==> src/rtl/ram_bist.sv <==
// ram_bist: built-in self-test controller for a synchronous single-port RAM.
// On an accepted start it writes every address with PATTERN ^ addr, reads it
// back, then repeats with the inverted word. The first miscompare ends the
// test immediately and its address and read data are captured.
//
// Ports:
//   clk, rst_n          clock, asynchronous active-low reset
//   start               one-cycle request, sampled only while idle
//   busy, done, pass    run status, end-of-test pulse, result of last test
//   fail_addr/fail_data first miscompare location and data
//   ram_we/ram_re/ram_addr/ram_wdata  RAM controls (all registered)
//   ram_rdata           RAM read data, valid the cycle after ram_re
module ram_bist #(
    parameter int                    DATA_WIDTH = 8,
    parameter int                    ADDR_WIDTH = 4,
    parameter logic [DATA_WIDTH-1:0] PATTERN    = 8'hA5
) (
    input  logic                  clk,
    input  logic                  rst_n,
    input  logic                  start,
    output logic                  busy,
    output logic                  done,
    output logic                  pass,
    output logic [ADDR_WIDTH-1:0] fail_addr,
    output logic [DATA_WIDTH-1:0] fail_data,
    output logic                  ram_we,
    output logic                  ram_re,
    output logic [ADDR_WIDTH-1:0] ram_addr,
    output logic [DATA_WIDTH-1:0] ram_wdata,
    input  logic [DATA_WIDTH-1:0] ram_rdata
);

    typedef enum logic [2:0] {
        S_IDLE = 3'd0,
        S_WR0  = 3'd1,
        S_RD0  = 3'd2,
        S_WR1  = 3'd3,
        S_RD1  = 3'd4,
        S_DONE = 3'd5
    } state_t;

    localparam logic [ADDR_WIDTH-1:0] LAST_ADDR = {ADDR_WIDTH{1'b1}};
    localparam logic [ADDR_WIDTH-1:0] ADDR_ONE  = {{(ADDR_WIDTH-1){1'b0}}, 1'b1};
    localparam logic [ADDR_WIDTH-1:0] ADDR_ZERO = {ADDR_WIDTH{1'b0}};
    localparam logic [DATA_WIDTH-1:0] DATA_ZERO = {DATA_WIDTH{1'b0}};

    // Expected word: address zero-extended (or truncated) to the data width,
    // XORed with the pattern, optionally inverted for the second pass.
    function automatic logic [DATA_WIDTH-1:0] exp_word(input logic [ADDR_WIDTH-1:0] a,
                                                       input logic                  inv);
        logic [DATA_WIDTH+ADDR_WIDTH-1:0] ext;
        logic [DATA_WIDTH-1:0]            w;
        ext = {{DATA_WIDTH{1'b0}}, a};
        w   = PATTERN ^ ext[DATA_WIDTH-1:0];
        if (inv) begin
            exp_word = ~w;
        end else begin
            exp_word = w;
        end
    endfunction

    state_t                state_q, state_d;
    logic                  busy_q, busy_d;
    logic                  done_q, done_d;
    logic                  pass_q, pass_d;
    logic [ADDR_WIDTH-1:0] fail_addr_q, fail_addr_d;
    logic [DATA_WIDTH-1:0] fail_data_q, fail_data_d;
    logic                  we_q, we_d;
    logic                  re_q, re_d;
    logic [ADDR_WIDTH-1:0] addr_q, addr_d;
    logic [DATA_WIDTH-1:0] wdata_q, wdata_d;
    // Read pipeline: address issued last cycle, whose data arrives this cycle.
    logic                  cmp_valid_q, cmp_valid_d;
    logic [ADDR_WIDTH-1:0] cmp_addr_q, cmp_addr_d;
    logic                  miscmp_s;

    // Next-state and registered-output logic for the BIST sequencer.
    always_comb begin
        state_d     = state_q;
        busy_d      = busy_q;
        done_d      = 1'b0;
        pass_d      = pass_q;
        fail_addr_d = fail_addr_q;
        fail_data_d = fail_data_q;
        we_d        = 1'b0;
        re_d        = 1'b0;
        addr_d      = ADDR_ZERO;
        wdata_d     = DATA_ZERO;
        cmp_valid_d = re_q;
        cmp_addr_d  = addr_q;
        miscmp_s    = cmp_valid_q &&
                      (ram_rdata != exp_word(cmp_addr_q, (state_q == S_RD1)));

        case (state_q)
            S_IDLE: begin
                if (start) begin
                    state_d     = S_WR0;
                    busy_d      = 1'b1;
                    pass_d      = 1'b0;
                    fail_addr_d = ADDR_ZERO;
                    fail_data_d = DATA_ZERO;
                    we_d        = 1'b1;
                    wdata_d     = exp_word(ADDR_ZERO, 1'b0);
                end else begin
                    state_d = S_IDLE;
                end
            end
            S_WR0, S_WR1: begin
                if (addr_q == LAST_ADDR) begin
                    state_d = (state_q == S_WR0) ? S_RD0 : S_RD1;
                    re_d    = 1'b1;
                end else begin
                    we_d    = 1'b1;
                    addr_d  = addr_q + ADDR_ONE;
                    wdata_d = exp_word(addr_q + ADDR_ONE, (state_q == S_WR1));
                end
            end
            S_RD0, S_RD1: begin
                if (miscmp_s) begin
                    // Abort: controls already default to idle for the next cycle.
                    state_d     = S_DONE;
                    busy_d      = 1'b0;
                    done_d      = 1'b1;
                    pass_d      = 1'b0;
                    fail_addr_d = cmp_addr_q;
                    fail_data_d = ram_rdata;
                end else if (re_q) begin
                    if (addr_q == LAST_ADDR) begin
                        // Last read issued; next cycle is the drain compare.
                        re_d = 1'b0;
                    end else begin
                        re_d   = 1'b1;
                        addr_d = addr_q + ADDR_ONE;
                    end
                end else if (state_q == S_RD0) begin
                    state_d = S_WR1;
                    we_d    = 1'b1;
                    wdata_d = exp_word(ADDR_ZERO, 1'b1);
                end else begin
                    state_d = S_DONE;
                    busy_d  = 1'b0;
                    done_d  = 1'b1;
                    pass_d  = 1'b1;
                end
            end
            S_DONE: begin
                state_d = S_IDLE;
            end
            default: begin
                state_d = S_IDLE;
                busy_d  = 1'b0;
            end
        endcase
    end

    // State and output registers with asynchronous reset.
    always_ff @(posedge clk or negedge rst_n) begin
        if (!rst_n) begin
            state_q     <= S_IDLE;
            busy_q      <= 1'b0;
            done_q      <= 1'b0;
            pass_q      <= 1'b0;
            fail_addr_q <= ADDR_ZERO;
            fail_data_q <= DATA_ZERO;
            we_q        <= 1'b0;
            re_q        <= 1'b0;
            addr_q      <= ADDR_ZERO;
            wdata_q     <= DATA_ZERO;
            cmp_valid_q <= 1'b0;
            cmp_addr_q  <= ADDR_ZERO;
        end else begin
            state_q     <= state_d;
            busy_q      <= busy_d;
            done_q      <= done_d;
            pass_q      <= pass_d;
            fail_addr_q <= fail_addr_d;
            fail_data_q <= fail_data_d;
            we_q        <= we_d;
            re_q        <= re_d;
            addr_q      <= addr_d;
            wdata_q     <= wdata_d;
            cmp_valid_q <= cmp_valid_d;
            cmp_addr_q  <= cmp_addr_d;
        end
    end

    assign busy      = busy_q;
    assign done      = done_q;
    assign pass      = pass_q;
    assign fail_addr = fail_addr_q;
    assign fail_data = fail_data_q;
    assign ram_we    = we_q;
    assign ram_re    = re_q;
    assign ram_addr  = addr_q;
    assign ram_wdata = wdata_q;

endmodule

==> config.mk <==
export PLATFORM = sky130hd
export DESIGN_NAME = ram_bist
export DESIGN_NICKNAME = d
export VERILOG_FILES = /design/src/rtl/ram_bist.sv
export SDC_FILE = /design/constraint.sdc
export NUM_CORES = 1
export LEC_CHECK = 0
export BUFFER_PORTS_ARGS = -buffer_cell sky130_fd_sc_hd__buf_2
export CORE_MARGIN = 1.5
export CORE_UTILIZATION = 52
export CTS_BUF_LIST = sky130_fd_sc_hd__clkbuf_8 sky130_fd_sc_hd__clkbuf_16
export DETAILED_ROUTE_END_ITERATION = 6
export PLACE_DENSITY_LB_ADDON = 0.08
export SLEW_MARGIN = 20
export SYNTH_ARGS = -nofsm -noshare
export SYNTH_HDL_FRONTEND = slang
export SYNTH_SLANG_ARGS = --single-unit
==> constraint.sdc <==
create_clock -name clk -period 2.59 [get_ports clk]
set_clock_uncertainty 0.05 [all_clocks]
set_input_delay 0.6475 -clock clk [delete_from_list [all_inputs] [get_ports clk]]
set_output_delay 0.6475 -clock clk [all_outputs]
set_load 0.01 [all_outputs]
Word-level counts from Yosys, hierarchy flattened:

Index checks and enable logic that the tools add are counted.

* register bits: 37
* input port bits: 11
* output and inout port bits: 29
* word-level logic and storage cells: 89

* add/subtract/negate cells: 1
* equal/unequal tests: 12
* muxes and demuxes: 49
* bitwise logic cells: 5
* reduce and logical (&&, ||, !) cells: 10

Operator list (count)
* 2-to-1 mux 8 bit: 6
* case mux 8 bit (3 select lines): 1
* 2-to-1 mux 1 bit: 21
* 2-to-1 mux 7 bit: 3
* 2-to-1 mux 4 bit: 5
* inverter 8 bit: 2
* case mux 4 bit (2 select lines): 2
* case mux 8 bit (2 select lines): 1
* 2-to-1 mux 3 bit: 5
* case mux 3 bit (3 select lines): 1
* inequality test 8 bit: 1
* inverter 2 -> 4 bit: 2
* AND reduction 4 bit: 2
* equality test 3 x 2 -> 1 bit, second input constant: 2
* equality test 3 bit, second input constant: 2
* inequality test 2 bit, second input constant: 3
* inequality test 3 bit, second input constant: 2
* case mux 1 bit (3 select lines): 2
* adder 4 x 1 -> 4 bit, second input constant: 1
* equality test 4 bit, second input constant: 1
* case mux 1 bit (2 select lines): 2
* OR reduction 2 bit: 2
* equality test 3 x 1 -> 1 bit, second input constant: 1
* zero test 3 bit: 1
* 6 further kinds: 6

Depth between registers and ports, before layout:

* depth after elaboration: 7
* depth in mapped cells: 7
* gate-level depth less buffers: 6

Least setup slack after synthesis:

No wires, ideal clock.

* kind: input to register
* start: input ram_rdata[3]
* end: register done_q (netlist: done)
* setup time: 128 ps
* arrival time: 1919 ps
* data required time: 2412 ps
* setup slack: 493 ps
* stages on the path: 6
* buffers on the path: 1
* cell sequence: xor2_1 or4b_4 o211ai_2 a21oi_2 buf_6 o21bai_1

* longest elaborated chain between the ends: 4

RTL lines
* from (decl): line 30 `input logic [DATA_WIDTH-1:0] ram_rdata`
* inequality test 8 bit: line 92 `(ram_rdata != exp_word(cmp_addr_q, (state_q == S_RD1)));`
* logical AND 1 bit: line 91 `miscmp_s = cmp_valid_q &&`
* 2-to-1 mux 1 bit: line 119 `if (miscmp_s) begin`
* 2-to-1 mux 1 bit: line 94 `case (state_q)`
* net done_d: line 64 `logic done_q, done_d;`
* to (signal assigned): line 174 `done_q <= done_d;`
* to (decl): line 64

The timed path passes the listed nets, and every way through them passes these cells.
A chain may end at the register's enable or synchronous reset.

Worst setup path after layout:

* start: input ram_rdata[0]
* end: register addr_q[0] (netlist: ram_addr[0])

* longest elaborated chain between the ends: 4

RTL lines
* inequality test 8 bit: line 92
* logical AND 1 bit: line 91
* 2-to-1 mux 4 bit: line 119
* case mux 4 bit (2 select lines): line 94
* net addr_d[0]: line 70 `logic [ADDR_WIDTH-1:0] addr_q, addr_d;`
* to (signal assigned): line 180 `addr_q <= addr_d;`
* to (decl): line 70

The timed path passes the listed nets, and every way through them passes these cells.

==> run metrics <==
largest family of logic cells by synthesized area simple AND/OR/NAND/NOR gates; Gate power share 38.5%; Syn Inst Count ~170; CTS max path bufs 2; Placed Area 1910 um2; DP Cell Count 245; Resized cells post-CTS 0; sw power 760 uW; Synth Area per Inst 10.0 um2; max-cap violations 0; Synth cell types 40; core area 3080 um2; fraction of layout cells with a size suffix above 1 26.8%; Worst IR Drop VDD 0.512 mV; setup repair after global routing missed its margin false; CTS Sinks 35; setup slack, reg-to-reg 680 ps; initial antenna violation count 0; pwr dens around 1000 nW/um2; Setup Fix Bufs, Post-CTS 0; multiplexer share of the synthesized area 7.13%; Clk Latency, worst-skew pair 290 ps; Core Util, Final 65.2%; commonest non-fill, non-tap cell in the layout buf_2; critical path class input port to flip-flop; routed len/inst 13.6 um; Hold Violations, Final 0; Simple-Gate Fraction of Synth Area a little under a fifth; worst hold path type input port to async pin; CTS Hold Buffers Added 0; register area between 800 and 900 um2; R2R depth 5; status finished clean; # nets final 220; max frequency about 0.51 GHz; compound-cell area share of the yosys netlist 8.91%; initial DRC count 44; total negative slack 0 ps; GPL Wtd Cong 0.826; Cell Area, Synth approximately 1700 um2; FF-to-FF End ram_addr[0]; Slew headroom 48.8%; switch share between 30% and 40%; Seq/Total Area, Yosys 52.0%; IO Count 40; Final ANT Viol Nets 0; Power, Total 2.05 mW; GR Util All Layers 21.5%; via count 1292; pin count of the biggest net entering global routing 36; Post-Synth XOR/XNOR Area 6.24%; global route overflow 0; DP Wirelength ~2500 um; leakage ~1.0 nW; crit path max fanout 5; ANT cells 0; fill count 281; Worst Setup End Kind flip-flop; Worst-path clk slew 70 ps; Flop pwr share between 40% and 50%; Slew @ Worst Pin around 770 ps; Site Rows 20; FF-to-FF Start cmp_addr_q[0]; area of the multi-input gates just under 700 um2; post-route cell area 2010 um2; total wire length 3450 um; CP Launch Type input port; Net Count, Synth 180; Finished Layout Cells 253; H-tree depth 2; commonest non-fill, non-tap cells in the layout buf_2 (39), dfrtp_1 (35), nand2_1 (26), inv_1 (14), mux2i_1 (12); Die X 59.9 um; P&R area growth vs syn 19.1%; drt pass-1 iters 4; via/cell ratio 5.11; DRC violations left 0; Arrival @ worst endpoint 2120 ps; first-pass GRT wire length 5610 um; final worst-path cycle share 76.1%; Req. time, crit path 2740 ps; die area 3590 um2; number of global-route vias before repair 1219; adder-cell share of the synthesized area 0.742%; crit path time final 1970 ps; Root Buffer clkbuf_8; Final Max Tran Viols 0; CTS Buf Count 5; Final setup viols 0; clock share of power 20.7%; TritonCTS clock tree done; Synth Warn # 0; flops & latches, synth 35; Buffers on Ports 39; Initial Utilization a little over half; die height 59.9 um; Internal Pwr Total 1.29 mW
-- critical path, stage by stage --
cell and delay [ps]:
buf_2 100, xor2_1 230, or4b_4 520, o21ai_2 250, a211oi_1 180, nor3_1 190
-- per-layer routing --
layer  global-route usage [%]  part of all wire, %  up-vias
li1                         -                    -      640
met1                     29.3                   49      615
met2                     32.0                   46       31
met3                     6.49                  4.1        6
met4                     8.57                  1.5        0
met5                        0                    0        -
-- power by group through the flow --
stage / Sequential (mW) / Clock (mW) / Combinational (mW)
6_report: 0.837 / 0.425 / 0.791
5_1_grt: 0.855 / 0.454 / 0.882
4_1_cts: 0.838 / 0.440 / 0.794
3_5_place_dp: 0.848 / 0 / 0.788
3_3_place_gp: 0.838 / 0 / 0.773
2_1_floorplan: 0.875 / 0 / 0.509
-- stage by stage --
| stage | hold slack (ps) | worst slack [ps] |
|---|---|---|
| 4_1_cts | 405 | 639 |
| 5_1_grt | 425 | 517 |
| 3_5_place_dp | 397 | 340 |
| 3_3_place_gp | 392 | 372 |
| 2_1_floorplan | 302 | 493 |
| 6_report | 384 | 620 |
-- cell type report --
type	instances	share of cell area [%]
clock buffer	7	4.80
clock inverter	1	0.187
inverter	13	2.43
multi-input combinational	109	34.6
sequential	35	43.6
tap	44	2.74
timing repair buffer	44	11.6
-- how the worst max path moves through the flow --
stage	cells after the start	slack, ps	start	end
global placement	7	370	ram_rdata[3]	fail_data[3]
finish	6	620	ram_rdata[0]	ram_addr[0]
floorplan	6	490	ram_rdata[3]	done
global route	6	520	ram_rdata[0]	ram_addr[0]
CTS	6	640	ram_rdata[0]	ram_addr[0]
detailed placement	7	340	ram_rdata[0]	fail_data[0]
-- synth_stat cells, drive strengths merged --
cell type / number / area [um2]
a2111oi: 1 / 8.76
a211oi: 1 / 7.51
a21o: 1 / 7.51
a21oi: 7 / 38.8
a31oi: 1 / 6.26
and3: 1 / 6.26
and3b: 1 / 8.76
and4: 1 / 8.76
buf: 7 / 51.3
clkbuf: 4 / 15.0
dfrtp: 35 / 876
ha: 1 / 12.5
inv: 13 / 48.8
mux2i: 12 / 120
nand2: 26 / 97.6
nand2b: 1 / 6.26
nand3: 6 / 30.0
nand3b: 1 / 7.51
nand4: 1 / 6.26
nand4b: 1 / 8.76
nor2: 8 / 30.0
nor2b: 4 / 25.0
nor3: 4 / 20.0
nor3b: 2 / 15.0
nor4: 1 / 6.26
nor4bb: 1 / 10.0
o211ai: 1 / 12.5
o21ai: 8 / 43.8
o21bai: 1 / 7.51
o221ai: 1 / 8.76
o311ai: 1 / 8.76
or2: 1 / 6.26
or4b: 1 / 13.8
xnor2: 7 / 61.3
xor2: 5 / 43.8
-- flip-flops by register name (all words and copies together), names as in the netlist, 3 cells and up --
register,count
ram_wdata,6
cmp_addr_q,4
fail_addr,4
state_q,3
ram_addr,4
fail_data,8
-- logic make-up (layout without fill, tap and decap cells) --
family                   Yosys count  in the layout
buffers and inverters             24             65
AO/OA/AOI/OAI                     23             23
XOR/XNOR                          12             12
flip-flops                        35             35
AND/OR/NAND/NOR                   61             61
adder cells (fa/ha/maj)            1              1
multiplexers                      12             12
Power figures use the tool's default switching activity.
